<file path="config.mk">
export PLATFORM = sky130hd
export DESIGN_NAME = pi_sequencer_flat
export DESIGN_NICKNAME = d
export VERILOG_FILES = /design/src/rtl/pi_sequencer_pkg.sv /design/src/rtl/pi_sequencer_if.sv /design/src/rtl/pi_dwell_timer.sv /design/src/rtl/pi_sequencer.sv /design/src/flat_wrapper.sv
export SDC_FILE = /design/constraint.sdc
export NUM_CORES = 1
export LEC_CHECK = 0
export CAP_MARGIN = 25
export CORE_ASPECT_RATIO = 1.2
export CORE_MARGIN = 1
export CORE_UTILIZATION = 58
export CTS_BUF_LIST = sky130_fd_sc_hd__clkbuf_8
export DETAILED_ROUTE_END_ITERATION = 8
export GPL_TIMING_DRIVEN = 0
export PLACE_DENSITY = 0.82
export SYNTH_ARGS = -nofsm -noshare
export SYNTH_HDL_FRONTEND = slang
export SYNTH_SLANG_ARGS = --single-unit
</file>
<file path="constraint.sdc">
create_clock -name clk -period 2.6 [get_ports clk]
set_clock_uncertainty 0.15 [all_clocks]
set_input_delay 0.52 -clock clk [delete_from_list [all_inputs] [get_ports clk]]
set_output_delay 0.52 -clock clk [all_outputs]
set_load 0.01 [all_outputs]
</file>
<file path="src/rtl/pi_sequencer_pkg.sv">
// Shared types and constants for the pi digit sequencer: state names,
// index/digit widths and the dwell table selected by rate_sel.
package pi_sequencer_pkg;

    localparam int IDX_W   = 9;
    localparam int DIG_W   = 4;
    localparam int DWELL_W = 16;

    typedef enum logic [2:0] {
        ST_LOAD  = 3'd0,
        ST_FETCH = 3'd1,
        ST_WAIT  = 3'd2,
        ST_SHOW  = 3'd3,
        ST_BLANK = 3'd4
    } state_t;

    // Dwell table: digit shown for 16 / 256 / 4096 / 65536 clocks.
    // Returned as the last count value (length - 1) so it fits DWELL_W bits.
    function automatic logic [DWELL_W-1:0] dwell_last(input logic [1:0] rate_sel);
        logic [DWELL_W-1:0] last;
        case (rate_sel)
            2'd0:    last = 16'd15;
            2'd1:    last = 16'd255;
            2'd2:    last = 16'd4095;
            default: last = 16'hFFFF;
        endcase
        return last;
    endfunction

endpackage

</file>
<file path="src/rtl/pi_sequencer_if.sv">
// Control, ROM and display signals of the pi digit sequencer.
// master = the environment driving controls and the ROM, slave = the sequencer.
interface pi_sequencer_if;
    import pi_sequencer_pkg::*;

    logic             load;
    logic [4:0]       load_data;
    logic             run;
    logic             step;
    logic [1:0]       rate_sel;
    logic [DIG_W-1:0] rom_hex;
    logic [IDX_W-1:0] rom_index;
    logic [DIG_W-1:0] digit;
    logic             digit_valid;
    logic             blank;
    logic             wrapped;

    modport master (
        output load, load_data, run, step, rate_sel, rom_hex,
        input  rom_index, digit, digit_valid, blank, wrapped
    );

    modport slave (
        input  load, load_data, run, step, rate_sel, rom_hex,
        output rom_index, digit, digit_valid, blank, wrapped
    );

endinterface

</file>
<file path="src/rtl/pi_dwell_timer.sv">
// Dwell prescaler: counts clocks a digit has been shown and flags when the
// length picked by rate_sel has been reached.
module pi_dwell_timer
    import pi_sequencer_pkg::*;
(
    input  logic       clk,
    input  logic       reset,
    input  logic       i_clr,
    input  logic       i_en,
    input  logic [1:0] i_rate_sel,
    output logic       o_done
);

    logic [DWELL_W-1:0] r_count;

    // Count while enabled; cleared when a new digit is captured.
    always_ff @(posedge clk) begin
        if (!reset) begin
            r_count <= '0;
        end else if (i_clr) begin
            r_count <= '0;
        end else if (i_en) begin
            r_count <= r_count + 1'b1;
        end
    end

    // ">=" so switching to a shorter dwell after it has already elapsed
    // still ends the digit on the very next clock.
    assign o_done = (r_count >= dwell_last(i_rate_sel));

endmodule

</file>
<file path="src/rtl/pi_sequencer.sv">
// Pi digit sequencer: walks a 9-bit ROM address, captures each digit after
// the ROM latency, shows it for a dwell period and blanks between digits.
// The start index can be loaded in 5-bit beats; wrap 511->0 is flagged.
module pi_sequencer
    import pi_sequencer_pkg::*;
#(
    parameter int BLANK_CYCLES = 4,
    parameter int ROM_LAT      = 1
)(
    input  logic           clk,
    input  logic           reset,
    pi_sequencer_if.slave  bus
);

    localparam logic [7:0] WAIT_LAST  = 8'(ROM_LAT - 1);
    localparam logic [3:0] BLANK_LAST = 4'(BLANK_CYCLES - 1);

    state_t           r_state;
    state_t           w_state_nxt;
    logic [IDX_W-1:0] r_rom_index;
    logic [IDX_W-1:0] r_index_load;
    logic [DIG_W-1:0] r_digit;
    logic             r_wrapped;
    logic             r_step_d;
    logic [7:0]       r_wait_cnt;
    logic [3:0]       r_blank_cnt;

    logic w_step_rise;
    logic w_dwell_done;
    logic w_take_index;
    logic w_advance;
    logic w_capture;
    logic w_show;

    assign w_step_rise = bus.step & ~r_step_d;

    pi_dwell_timer u_dwell (
        .clk        (clk),
        .reset      (reset),
        .i_clr      (w_capture),
        .i_en       (w_show & bus.run),
        .i_rate_sel (bus.rate_sel),
        .o_done     (w_dwell_done)
    );

    // State register.
    always_ff @(posedge clk) begin
        if (!reset) begin
            r_state <= ST_FETCH;
        end else begin
            r_state <= w_state_nxt;
        end
    end

    // Next state and datapath strobes; load overrides every state.
    always_comb begin
        w_state_nxt  = r_state;
        w_take_index = 1'b0;
        w_advance    = 1'b0;
        w_capture    = 1'b0;
        w_show       = (r_state == ST_SHOW);
        if (bus.load) begin
            w_state_nxt = ST_LOAD;
        end else begin
            case (r_state)
                ST_LOAD: begin
                    w_state_nxt  = ST_FETCH;
                    w_take_index = 1'b1;
                end
                ST_FETCH: w_state_nxt = ST_WAIT;
                ST_WAIT: begin
                    if (r_wait_cnt == WAIT_LAST) begin
                        w_state_nxt = ST_SHOW;
                        w_capture   = 1'b1;
                    end
                end
                ST_SHOW: begin
                    if ((bus.run && w_dwell_done) || (!bus.run && w_step_rise)) begin
                        w_state_nxt = ST_BLANK;
                    end
                end
                ST_BLANK: begin
                    if (r_blank_cnt == BLANK_LAST) begin
                        w_state_nxt = ST_FETCH;
                        w_advance   = 1'b1;
                    end
                end
                default: w_state_nxt = ST_FETCH;
            endcase
        end
    end

    // Phase length counters; restart whenever their phase is left.
    always_ff @(posedge clk) begin
        if (!reset) begin
            r_wait_cnt  <= '0;
            r_blank_cnt <= '0;
        end else begin
            r_wait_cnt  <= (r_state == ST_WAIT  && w_state_nxt == ST_WAIT)  ? r_wait_cnt + 1'b1  : '0;
            r_blank_cnt <= (r_state == ST_BLANK && w_state_nxt == ST_BLANK) ? r_blank_cnt + 1'b1 : '0;
        end
    end

    // Index load shift register, ROM address and sticky wrap flag.
    always_ff @(posedge clk) begin
        if (!reset) begin
            r_index_load <= '0;
            r_rom_index  <= '0;
            r_wrapped    <= 1'b0;
        end else begin
            if (bus.load) begin
                r_index_load <= {bus.load_data, r_index_load[8:5]};
            end
            if (w_take_index) begin
                r_rom_index <= r_index_load;
                r_wrapped   <= 1'b0;
            end else if (w_advance) begin
                r_rom_index <= r_rom_index + 1'b1;
                if (r_rom_index == '1) begin
                    r_wrapped <= 1'b1;
                end
            end
        end
    end

    // Digit capture at the end of the ROM wait, plus the step edge detector.
    always_ff @(posedge clk) begin
        if (!reset) begin
            r_digit  <= '0;
            r_step_d <= 1'b0;
        end else begin
            r_step_d <= bus.step;
            if (w_capture) begin
                r_digit <= bus.rom_hex;
            end
        end
    end

    assign bus.rom_index   = r_rom_index;
    assign bus.digit       = r_digit;
    assign bus.digit_valid = w_show;
    assign bus.blank       = ~w_show;
    assign bus.wrapped     = r_wrapped;

endmodule
</file>
<file path="src/flat_wrapper.sv">
// flat-port wrapper written by rule: the top's interface ports become plain ports
module pi_sequencer_flat import pi_sequencer_pkg::*;
#(
    parameter int BLANK_CYCLES = 4,
    parameter int ROM_LAT      = 1
)
  (clk, reset, bus_load, bus_load_data, bus_run, bus_step, bus_rate_sel, bus_rom_hex, bus_rom_index, bus_digit, bus_digit_valid, bus_blank, bus_wrapped);
  pi_sequencer_if bus_i ();
  input  logic clk;
  input  logic reset;
  input wire logic [$bits(bus_i.load)-1:0] bus_load;
  input wire logic [$bits(bus_i.load_data)-1:0] bus_load_data;
  input wire logic [$bits(bus_i.run)-1:0] bus_run;
  input wire logic [$bits(bus_i.step)-1:0] bus_step;
  input wire logic [$bits(bus_i.rate_sel)-1:0] bus_rate_sel;
  input wire logic [$bits(bus_i.rom_hex)-1:0] bus_rom_hex;
  output wire logic [$bits(bus_i.rom_index)-1:0] bus_rom_index;
  output wire logic [$bits(bus_i.digit)-1:0] bus_digit;
  output wire logic [$bits(bus_i.digit_valid)-1:0] bus_digit_valid;
  output wire logic [$bits(bus_i.blank)-1:0] bus_blank;
  output wire logic [$bits(bus_i.wrapped)-1:0] bus_wrapped;
  assign bus_i.load = bus_load;
  assign bus_i.load_data = bus_load_data;
  assign bus_i.run = bus_run;
  assign bus_i.step = bus_step;
  assign bus_i.rate_sel = bus_rate_sel;
  assign bus_i.rom_hex = bus_rom_hex;
  assign bus_rom_index = bus_i.rom_index;
  assign bus_digit = bus_i.digit;
  assign bus_digit_valid = bus_i.digit_valid;
  assign bus_blank = bus_i.blank;
  assign bus_wrapped = bus_i.wrapped;
  pi_sequencer #(.BLANK_CYCLES(BLANK_CYCLES), .ROM_LAT(ROM_LAT)) u_core (.clk(clk), .reset(reset), .bus(bus_i));
endmodule
</file>
==> results by group <==
Run status
  • Run status: finished clean

Run
  • Max_cap viols: 0

Floorplanning
  • Core area: 4360 um^2
  • Core Rows: 26
  • Starting Density: 61.8%
  • Die X: 64.2 um
  • Ports: 32
  • Die area: 4920 um^2
  • Die height: 76.7 um

Clock tree
  • Clk root buf: clkbuf_8
  • Hold buffer count at cts: 0
  • CTS sink cnt: 55
  • Insertion delay to the later sink of the worst-skew pair: 0.30 ns
  • Reg clk slew, reported paths: 0.09 ns
  • CTS Buf Count: 5
  • H-tree levels: 2
  • Max clock buf depth: 2
  • CTS tree: yes

Route
  • Antenna Violating Nets Remaining: 0
  • Avg Vias per Cell: 5.54
  • DRC Markers: 0
  • DRT Pass-1 Iters: 4
  • Vias: 2182
  • Routed len/inst: 13.1 um
  • Drt initial violations: 91
  • DRT Wirelength: 5.16 mm

Worst setup path
  • Worst reg2reg setup slack: 0.42 ns
  • Reg-to-reg startpoint: u_core.r_state[2]
  • CP Max Fanout: 4
  • Critical path class: in -> reg
  • Crit. End Element: flop
  • FF-to-FF path depth: 5
  • Worst path arrival time: 2.54 ns
  • Reg2Reg Capture Point: u_core.bus.rom_index[7]
  • Critical Path RT: 2.69 ns
  • Startpoint Class: input port

Final layout
  • Area growth from synthesis to layout: 16.4%
  • Final core occ: 72.0%
  • Antenna Cells: 0
  • Share of layout cells above drive strength 1: 6.80%
  • # nets final: 369
  • Finished Cell Area: 3140 um^2

GRT
  • Grt total ovfl: 0
  • Largest net degree at the start of global routing: 17
  • First-pass GRT wire length: 8.78 mm
  • Initial antenna violation count: 0
  • Vias in the first global route: 2014
  • Tot GR Track Use: 22.4%

Yosys
  • Synth Register Bits: 55
  • Yosys cell types: 48
  • Mux cell area share after synthesis: 5.20%
  • Adder-Cell Fraction of Synth Area: 6.97%
  • Mapped cell area: 2690 um^2
  • Sequential cell area fraction in the yosys report: 40.9%
  • EDFF count, synth: 0
  • Synth cell count leaders: nor2_1 (58), dfxtp_1 (55), inv_1 (16)
  • YS warnings: 0
  • Asr flop ratio synth: 0%
  • Combinational family with the most area after synthesis: simple AND/OR/NAND/NOR gates
  • Prevailing post-synth register cell: dfxtp_1
  • Synthesized instance count: 302
  • Post-Syn Nets: 333
  • Post-synth top area cell: dfxtp_1
  • Compound-Gate Fraction of Synth Area: 9.38%
  • Area share of the largest cell type after synthesis: 40.9%
  • Most common cell in the synthesized netlist: nor2_1
  • Synth Area in XOR/XNOR: 7.80%
  • Syn_area_per_cell: 8.92 um^2
  • Synth Area in Simple Gates: 25.3%
  • Top cells by area, synth: dfxtp_1 (41%), nor2_1 (8.1%), ha_1 (7.0%)

Placed design
  • Post-place instance area: 3050 um^2
  • Routability cong.: 0.866
  • DP HPWL: 3.84 mm
  • Port bufs: 29
  • Setup WS pre-CTS: -0.317 ns

Pwr
  • Total power: 1.46 mW
  • PD cells: 467 nW/um^2
  • Lkg Pwr: 1.27 nW
  • IR Drop Worst-Case VDD: 366 uV

Timing
  • Fin. Hold Viols: 0
  • Final setup margin: 0.152 ns
  • Worst Tran Pin Value: 0.857 ns
  • Max-slew headroom: 42.4%
  • RSZ-0062 raised after global routing: false
  • Post-route minimum period: 2.45 ns
  • Final number of setup-violating endpoints: 0
  • Fin crit share: 94.1%
  • Fmax: 0.409 GHz
  • Slew Limit Fails: 0

Worst hold path
  • Worst Hold Launch: u_core.r_blank_cnt[0]
  • HP Class: reg -> reg
  • Hold Path Depth: 1
  • WHS Endpoint: u_core.r_blank_cnt[0]
-- final cells by class --
type	instances	area, um^2
buffer	10	60.1
clock buffer	5	68.8
clock inverter	2	13.8
fill	335	1220
inverter	16	60.1
multi-input combinational	221	1470
sequential	55	1100
tap	56	70.1
timing repair buffer	29	290
-- how the worst max path moves through the flow --
| stage | from | to | depth (start not counted) |
|---|---|---|---|
| 6_report | bus_rate_sel[1] | u_core.r_state[2] | 8 |
| 5_1_grt | bus_rate_sel[1] | u_core.r_state[2] | 8 |
| 4_1_cts | u_core.r_state[0] | bus_digit_valid | 4 |
| 3_5_place_dp | bus_rate_sel[1] | u_core.r_state[2] | 8 |
| 3_3_place_gp | bus_rate_sel[1] | u_core.r_state[2] | 8 |
| 2_1_floorplan | bus_rate_sel[0] | u_core.r_state[2] | 7 |
-- cells by family after synthesis --
| group | Yosys count |
|---|---|
| and+or+nand+nor | 128 |
| DFF | 55 |
| AOI/OAI and AO/OA | 40 |
| buffers and inverters | 26 |
| xor gates and xnor gates | 24 |
| adders and majority gates | 15 |
| muxes | 14 |
-- critical path, cell delays in order --
cell	delay (ns)
clkdlybuf4s50_1	0.50
nand2_1	0.13
ha_1	0.32
nand4_1	0.14
nor2_1	0.13
nand3_1	0.08
o311ai_1	0.47
a41o_1	0.23
-- flip-flops by register name (all words and copies together) (netlist names) --
signal and flops:
u_core.bus.digit 4, u_core.bus.rom_index 9, u_core.bus.wrapped 1, u_core.r_blank_cnt 4
u_core.r_index_load 9, u_core.r_state 3, u_core.r_step_d 1, u_core.r_wait_cnt 8
u_core.u_dwell.r_count 16
-- timing repair --
item                                    in CTS  in global routing
buffers inserted                             0                  0
resized for setup                            1                  0
endpoints found under the setup margin       1                  0
-- cell usage in the layout, fill, tap and decap left out, drive strengths merged, types with 6 or more instances in the layout --
master         count
xnor2             13
mux2i             14
dfxtp             55
and3              12
xor2              11
o21ai              8
a21oi             15
ha                15
clkdlybuf4s50     29
nand4              6
nand3             12
nand2             16
inv               16
nor2              58
clkbuf            10
-- routing by layer --
metal  GRT usage [%]  part of all wire, %  vias to the layer above
li1                -                    -                     1112
met1            27.3                   46                     1020
met2            37.9                   50                       46
met3            4.76                  3.2                        4
met4            8.89                  1.1                        0
met5               0                    0                        -
-- report_power, final --
group | switching (mW) | internal [mW] | leakage [nW] | total (mW)
clock network | 0.266 | 0.185 | 0.0440 | 0.451
logic | 0.0690 | 0.0665 | 0.785 | 0.135
registers | 0.0187 | 0.859 | 0.446 | 0.878
-- per-stage QoR --
stage               setup TNS [ns]  instances  hold WS, ns
finish                           0        394        0.319
global route                     0        394        0.341
CTS                              0        394        0.330
detailed placement          -0.922        387        0.308
global placement            -0.809        387        0.284
floorplan                        0        302        0.268
(Power assumes the default switching activity.)
